<file path="config.mk">
export PLATFORM = sky130hd
export DESIGN_NAME = pipe_hazard_ctrl_flat
export DESIGN_NICKNAME = d
export VERILOG_FILES = /design/src/rtl/pipe_hazard_if.sv /design/src/rtl/pipe_hazard_ctrl.sv /design/src/flat_wrapper.sv
export SDC_FILE = /design/constraint.sdc
export NUM_CORES = 1
export LEC_CHECK = 0
export ABC_AREA = 1
export BUFFER_PORTS_ARGS = -buffer_cell sky130_fd_sc_hd__buf_4
export CORE_UTILIZATION = 30
export DETAILED_ROUTE_END_ITERATION = 10
export GPL_TIMING_DRIVEN = 0
export PLACE_DENSITY = 0.48
export REMOVE_ABC_BUFFERS = 1
export SLEW_MARGIN = 20
export SYNTH_ARGS = -nofsm -noshare
export SYNTH_HDL_FRONTEND = slang
export SYNTH_SLANG_ARGS = --single-unit
</file>
<file path="constraint.sdc">
create_clock -name clk -period 2.4 [get_ports clk]
set_input_delay 0.48 -clock clk [delete_from_list [all_inputs] [get_ports clk]]
set_output_delay 0.48 -clock clk [all_outputs]
set_load 0.01 [all_outputs]
</file>
<file path="src/rtl/pipe_hazard_if.sv">
// pipe_hazard_if: hazard inputs from the pipeline and stall/flush controls back to it.
// Perf counter signals exist only when PIPE_HAZARD_PERF_EN is defined.
interface pipe_hazard_if;
    logic [4:0]  IdRs1;
    logic [4:0]  IdRs2;
    logic        IdUsesRs1;
    logic        IdUsesRs2;
    logic [4:0]  ExRd;
    logic        ExMemRD;
    logic        ExRegWrite;
    logic        BranchTaken;
    logic        MemBusy;
    logic        PCEnable;
    logic        IfIdEnable;
    logic        IfIdFlush;
    logic        IdExEnable;
    logic        IdExFlush;
    logic        ExMemEnable;
    logic [1:0]  State;
    logic        MemTimeout;
`ifdef PIPE_HAZARD_PERF_EN
    logic [15:0] StallCount;
    logic [15:0] FlushCount;
    logic [15:0] WaitCount;
`endif

    modport slave (
        input  IdRs1, IdRs2, IdUsesRs1, IdUsesRs2, ExRd, ExMemRD, ExRegWrite, BranchTaken, MemBusy,
        output PCEnable, IfIdEnable, IfIdFlush, IdExEnable, IdExFlush, ExMemEnable, State, MemTimeout
`ifdef PIPE_HAZARD_PERF_EN
        , output StallCount, FlushCount, WaitCount
`endif
    );

    modport master (
        output IdRs1, IdRs2, IdUsesRs1, IdUsesRs2, ExRd, ExMemRD, ExRegWrite, BranchTaken, MemBusy,
        input  PCEnable, IfIdEnable, IfIdFlush, IdExEnable, IdExFlush, ExMemEnable, State, MemTimeout
`ifdef PIPE_HAZARD_PERF_EN
        , input StallCount, FlushCount, WaitCount
`endif
    );
endinterface

</file>
<file path="src/rtl/pipe_hazard_ctrl.sv">
// pipe_hazard_ctrl: stall/flush sequencer resolving load-use, taken-branch and memory-wait hazards.
// Define PIPE_HAZARD_PERF_EN to add saturating per-state cycle counters.
module pipe_hazard_ctrl #(
    parameter int LOAD_STALL_CYCLES = 1,
    parameter int BRANCH_PENALTY    = 2,
    parameter int MEM_TIMEOUT       = 15
) (
    input logic          clk,
    input logic          Reset,
    pipe_hazard_if.slave hz
);
    typedef enum logic [1:0] {
        RUN          = 2'b00,
        LOAD_STALL   = 2'b01,
        BRANCH_FLUSH = 2'b10,
        MEM_WAIT     = 2'b11
    } state_t;

    state_t     state_q, state_d, ret_q, ret_d;
    logic [2:0] cnt_q, cnt_d, dec;
    logic [7:0] wcnt_q, wcnt_d;
    logic       to_q, to_d, lu;
    logic [5:0] ctl_q;

    // {PCEnable, IfIdEnable, IfIdFlush, IdExEnable, IdExFlush, ExMemEnable}
    function automatic logic [5:0] ctl_of(input state_t s);
        return s == RUN ? 6'b110101 : s == LOAD_STALL ? 6'b000111 :
               s == BRANCH_FLUSH ? 6'b101111 : 6'b000000;
    endfunction

    assign lu = hz.ExMemRD & hz.ExRegWrite & (hz.ExRd != 5'd0) &
                ((hz.IdUsesRs1 & (hz.IdRs1 == hz.ExRd)) | (hz.IdUsesRs2 & (hz.IdRs2 == hz.ExRd)));
    assign dec = cnt_q - 3'd1;

    always_comb begin
        state_d = state_q;
        ret_d   = ret_q;
        cnt_d   = cnt_q;
        wcnt_d  = wcnt_q;
        to_d    = to_q;
        if (state_q == MEM_WAIT) begin
            if (!hz.MemBusy) begin
                state_d = cnt_q == 3'd0 ? RUN : ret_q;
                wcnt_d  = 8'd0;
            end else if (wcnt_q == 8'(MEM_TIMEOUT)) begin
                state_d = RUN;
                cnt_d   = 3'd0;
                wcnt_d  = 8'd0;
                to_d    = 1'b1;
            end else
                wcnt_d = wcnt_q + 8'd1;
        end else if (hz.MemBusy) begin
            // the cycle just completed counts against the remaining penalty
            state_d = MEM_WAIT;
            ret_d   = state_q;
            cnt_d   = state_q == RUN ? 3'd0 : dec;
            wcnt_d  = 8'd1;
        end else if (hz.BranchTaken) begin
            state_d = BRANCH_FLUSH;
            cnt_d   = 3'(BRANCH_PENALTY);
        end else if (state_q == BRANCH_FLUSH) begin
            state_d = dec == 3'd0 ? RUN : BRANCH_FLUSH;
            cnt_d   = dec;
        end else if (state_q == LOAD_STALL && dec != 3'd0)
            cnt_d = dec;
        else if (lu) begin
            state_d = LOAD_STALL;
            cnt_d   = 3'(LOAD_STALL_CYCLES);
        end else begin
            state_d = RUN;
            cnt_d   = 3'd0;
        end
    end

    always_ff @(posedge clk or negedge Reset)
        if (!Reset) begin
            state_q <= RUN;
            ret_q   <= RUN;
            cnt_q   <= 3'd0;
            wcnt_q  <= 8'd0;
            to_q    <= 1'b0;
            ctl_q   <= 6'b001010;
        end else begin
            state_q <= state_d;
            ret_q   <= ret_d;
            cnt_q   <= cnt_d;
            wcnt_q  <= wcnt_d;
            to_q    <= to_d;
            ctl_q   <= ctl_of(state_d);
        end

    assign {hz.PCEnable, hz.IfIdEnable, hz.IfIdFlush, hz.IdExEnable, hz.IdExFlush, hz.ExMemEnable} = ctl_q;
    assign hz.State      = state_q;
    assign hz.MemTimeout = to_q;

`ifdef PIPE_HAZARD_PERF_EN
    logic [15:0] stall_q, flush_q, wait_q;

    always_ff @(posedge clk or negedge Reset)
        if (!Reset) begin
            stall_q <= 16'd0;
            flush_q <= 16'd0;
            wait_q  <= 16'd0;
        end else begin
            if (state_q == LOAD_STALL && stall_q != 16'hFFFF) stall_q <= stall_q + 16'd1;
            if (state_q == BRANCH_FLUSH && flush_q != 16'hFFFF) flush_q <= flush_q + 16'd1;
            if (state_q == MEM_WAIT && wait_q != 16'hFFFF) wait_q <= wait_q + 16'd1;
        end

    assign hz.StallCount = stall_q;
    assign hz.FlushCount = flush_q;
    assign hz.WaitCount  = wait_q;
`endif
endmodule
</file>
<file path="src/flat_wrapper.sv">
// flat-port wrapper written by rule: the top's interface ports become plain ports
module pipe_hazard_ctrl_flat 
#(
    parameter int LOAD_STALL_CYCLES = 1,
    parameter int BRANCH_PENALTY    = 2,
    parameter int MEM_TIMEOUT       = 15
)
  (clk, Reset, hz_IdRs1, hz_IdRs2, hz_IdUsesRs1, hz_IdUsesRs2, hz_ExRd, hz_ExMemRD, hz_ExRegWrite, hz_BranchTaken, hz_MemBusy, hz_PCEnable, hz_IfIdEnable, hz_IfIdFlush, hz_IdExEnable, hz_IdExFlush, hz_ExMemEnable, hz_State, hz_MemTimeout);
  pipe_hazard_if hz_i ();
  input logic clk;
  input logic Reset;
  input wire logic [$bits(hz_i.IdRs1)-1:0] hz_IdRs1;
  input wire logic [$bits(hz_i.IdRs2)-1:0] hz_IdRs2;
  input wire logic [$bits(hz_i.IdUsesRs1)-1:0] hz_IdUsesRs1;
  input wire logic [$bits(hz_i.IdUsesRs2)-1:0] hz_IdUsesRs2;
  input wire logic [$bits(hz_i.ExRd)-1:0] hz_ExRd;
  input wire logic [$bits(hz_i.ExMemRD)-1:0] hz_ExMemRD;
  input wire logic [$bits(hz_i.ExRegWrite)-1:0] hz_ExRegWrite;
  input wire logic [$bits(hz_i.BranchTaken)-1:0] hz_BranchTaken;
  input wire logic [$bits(hz_i.MemBusy)-1:0] hz_MemBusy;
  output wire logic [$bits(hz_i.PCEnable)-1:0] hz_PCEnable;
  output wire logic [$bits(hz_i.IfIdEnable)-1:0] hz_IfIdEnable;
  output wire logic [$bits(hz_i.IfIdFlush)-1:0] hz_IfIdFlush;
  output wire logic [$bits(hz_i.IdExEnable)-1:0] hz_IdExEnable;
  output wire logic [$bits(hz_i.IdExFlush)-1:0] hz_IdExFlush;
  output wire logic [$bits(hz_i.ExMemEnable)-1:0] hz_ExMemEnable;
  output wire logic [$bits(hz_i.State)-1:0] hz_State;
  output wire logic [$bits(hz_i.MemTimeout)-1:0] hz_MemTimeout;
  assign hz_i.IdRs1 = hz_IdRs1;
  assign hz_i.IdRs2 = hz_IdRs2;
  assign hz_i.IdUsesRs1 = hz_IdUsesRs1;
  assign hz_i.IdUsesRs2 = hz_IdUsesRs2;
  assign hz_i.ExRd = hz_ExRd;
  assign hz_i.ExMemRD = hz_ExMemRD;
  assign hz_i.ExRegWrite = hz_ExRegWrite;
  assign hz_i.BranchTaken = hz_BranchTaken;
  assign hz_i.MemBusy = hz_MemBusy;
  assign hz_PCEnable = hz_i.PCEnable;
  assign hz_IfIdEnable = hz_i.IfIdEnable;
  assign hz_IfIdFlush = hz_i.IfIdFlush;
  assign hz_IdExEnable = hz_i.IdExEnable;
  assign hz_IdExFlush = hz_i.IdExFlush;
  assign hz_ExMemEnable = hz_i.ExMemEnable;
  assign hz_State = hz_i.State;
  assign hz_MemTimeout = hz_i.MemTimeout;
  pipe_hazard_ctrl #(.LOAD_STALL_CYCLES(LOAD_STALL_CYCLES), .BRANCH_PENALTY(BRANCH_PENALTY), .MEM_TIMEOUT(MEM_TIMEOUT)) u_core (.clk(clk), .Reset(Reset), .hz(hz_i));
endmodule
</file>
==> summary.txt <==
Routing
  – Residual DRC count: 0
  – Via-to-Cell Ratio: 4.44
  – First-pass DRT Iterations: 4
  – Iteration-0 DRC Markers: 39
  – Post-route antenna net violation count: 0
  – Routed WL per cell: 11.0 um
  – DR vias: 1209
  – Total wire length: 2990 um

Setup path
  – Crit end category: flop
  – Max stage delay cell, worst path: dfrtp_1
  – Worst setup path class: flop to flop
  – CP startpoint kind: flop
  – R2r setup slk: 0.55 ns
  – Worst Path Arrival: 2.04 ns
  – CP max stage delay: 0.42 ns
  – Worst-path cell chain: inv_1 -> ha_1 -> ha_1 -> nor3_1 -> inv_1 -> a32oi_2 -> ha_1
  – Most used cell along the critical path: ha_1
  – Required time worst endpoint: 2.60 ns
  – Worst-path maximum fanout: 4

Floorplanning
  – Die Ht: 70.0 um
  – Initial Util: 31.4%
  – Die area: 4900 um^2
  – Core ar.: 4410 um^2
  – Cell Rows: 24
  – Die width: 70.0 um
  – IO Pins: 32

Layout
  – Fraction of layout cells with a size suffix above 1: 29.5%
  – Final Instance Area: 1720 um^2
  – N_diodes: 0
  – Final net count: 251
  – Synth-to-layout area growth: 23.9%
  – Layout Utilization: 38.9%

Placement
  – Placer congestion estimate: 0.762
  – Detailed Place HPWL: 2390 um
  – Port buffer count: 31
  – Post-DP Area: 1670 um^2

Hold path
  – Hold Crit Class: primary input to asynchronous set/reset pin

Global routing
  – First-pass GRT wire length: 5130 um
  – Largest net degree at the start of global routing: 22
  – Gr ovfl total: 0
  – Vias in the first global route: 1148
  – Initial antenna violation count: 0
  – Gr usage total: 13.2%

Clock network
  – H-tree levels: 1
  – Worst-Skew Late Latency: 0.26 ns
  – Cts repair resizes: 0
  – # hold bufs at CTS: 0
  – CTS root buffer: clkbuf_8
  – Post-CTS setup buffers: 0
  – CTS tree: yes
  – CTS buffer count: 3
  – Clk pin slew, worst setup/hold paths: 0.08 ns
  – CTS Sinks: 21
  – Clk buf depth: 2

Timing
  – Setup Viol. Count Final: 0
  – Final Max Tran Viols: 0
  – TNS Setup: 0 ns
  – Setup Skew: 0.00562 ns
  – RSZ-0062 raised after global routing: false
  – F_max: 542 MHz
  – Worst slew pin tran: 0.332 ns
  – Tmin final: 1.85 ns
  – Hold Fails Final Rpt: 0
  – Final worst path period share: 76.9%
  – Slew margin rel.: 77.9%

Run status
  – Status: complete, no violations

Synthesis
  – Ys async rst share: 100%
  – Post-synth cell types: 30
  – Seq cells post-synth: 21
  – Synth cell count leaders: 52 x nand2_1, 26 x inv_1, 19 x dfrtp_1
  – Synthesis Warnings: 0
  – Synth top area share: 34.3%
  – Syn avg cell area: 7.42 um^2
  – Most common cell in the netlist: nand2_1
  – Leading area contributor after synthesis: dfrtp_1
  – Gate Count Post-Synth: 187
  – Largest cells by area after synthesis: dfrtp_1 34%, nand2_1 14%, inv_1 7.0%
  – Primary FF master, synth: dfrtp_1
  – Post-synth EDFFs: 0
  – Sequential area share after synthesis: 38.1%
  – Synthesized cell area: 1390 um^2

Job
  – Max-cap violations: 0

Pwr
  – PD cells: 884 nW/um^2
  – Peak supply drop: 0.000589 V
  – Lkg Pwr: 0.905 nW
==> worst paths after layout <==
| kind | from | end | cells after the start |
|---|---|---|---|
| max reg2reg | u_core.cnt_q[0] | u_core.ctl_q[1] | 7 |
| min | Reset | u_core.hz.MemTimeout | 1 |
| min in group clk | u_core.hz.MemTimeout | u_core.hz.MemTimeout | 1 |
| max in group asynchronous | Reset | u_core.ctl_q[1] | 1 |
| min reg2reg | u_core.hz.MemTimeout | u_core.hz.MemTimeout | 1 |
| max | u_core.cnt_q[0] | u_core.ctl_q[1] | 7 |
==> placed cells by master (no fill, tap or decap) <==
cell / count
clkinv_1: 1
dfstp_2: 2
o211ai_2: 1
dfrtp_1: 19
nand2_1: 52
inv_2: 8
nor2_2: 7
nor2_4: 1
xnor2_1: 1
nand2_2: 5
ha_1: 7
a21oi_1: 3
nand2_4: 1
clkinvlp_4: 1
mux2_2: 1
buf_4: 31
inv_1: 26
o32ai_1: 2
a32oi_2: 1
o21ai_1: 2
clkinv_4: 1
o21ai_0: 8
o21bai_1: 1
o22ai_1: 3
nor2_1: 13
inv_4: 1
clkbuf_8: 3
nand3_1: 12
xor2_1: 1
nor3_1: 2
nor2_8: 1
nand4_1: 2
==> area by class of cell <==
type	instances	area, um^2
clock buffer	3	41.3
timing repair buffer	31	233
clock inverter	1	7.51
sequential	21	528
fill	474	2700
multi-input combinational	127	698
inverter	37	146
tap	52	65.1
==> routing by layer <==
metal / track usage [%] / vias up / part of all wire, %
met3: 3.46 / 2 / 3.6
met2: 20.4 / 15 / 44
met5: 0 / - / 0
met4: 2.00 / 0 / 0.70
li1: - / 648 / -
met1: 18.9 / 544 / 52
==> state kept, by name (all words and copies together), names as in the netlist <==
register              count
u_core.hz.State           2
u_core.ret_q              2
u_core.wcnt_q             8
u_core.cnt_q              3
u_core.hz.MemTimeout      1
u_core.ctl_q              5
==> logic make-up (layout without fill, tap and decap cells) <==
family	Yosys count	count (layout)	share of synthesized area [%]
simple gates	96	96	32.0
buf+inv	39	72	11.6
compound gates	21	21	9.92
flops	21	21	38.1
fa+ha+maj	7	7	6.31
xor+xnor	2	2	1.26
mux	1	1	0.811
==> critical path: cells and delay by family (launching register included) <==
family,cells,cell delay (ns)
and+or+nand+nor,1,0.17
AOI/OAI and AO/OA,1,0.34
adders and majority gates,3,0.71
DFF,1,0.42
buffers and inverters,2,0.15
==> report_power, final <==
part	switching, W	internal (W)	total [W]
registers	0.0000753	0.000479	0.000555
logic	0.000426	0.000300	0.000726
clock network	0.000122	0.000117	0.000239
==> per-stage QoR <==
step           worst slack (ns)  std cells  total power (W)  hold WS (ns)
6_report                  0.555        272          0.00152        0.0895
5_1_grt                   0.391        272          0.00165         0.101
4_1_cts                   0.551        272          0.00154        0.0980
3_5_place_dp              0.561        268          0.00129         0.391
3_3_place_gp              0.515        268          0.00130         0.390
2_1_floorplan             0.773        185          0.00104         0.184
No activity file was read; power rests on OpenSTA's default activity.
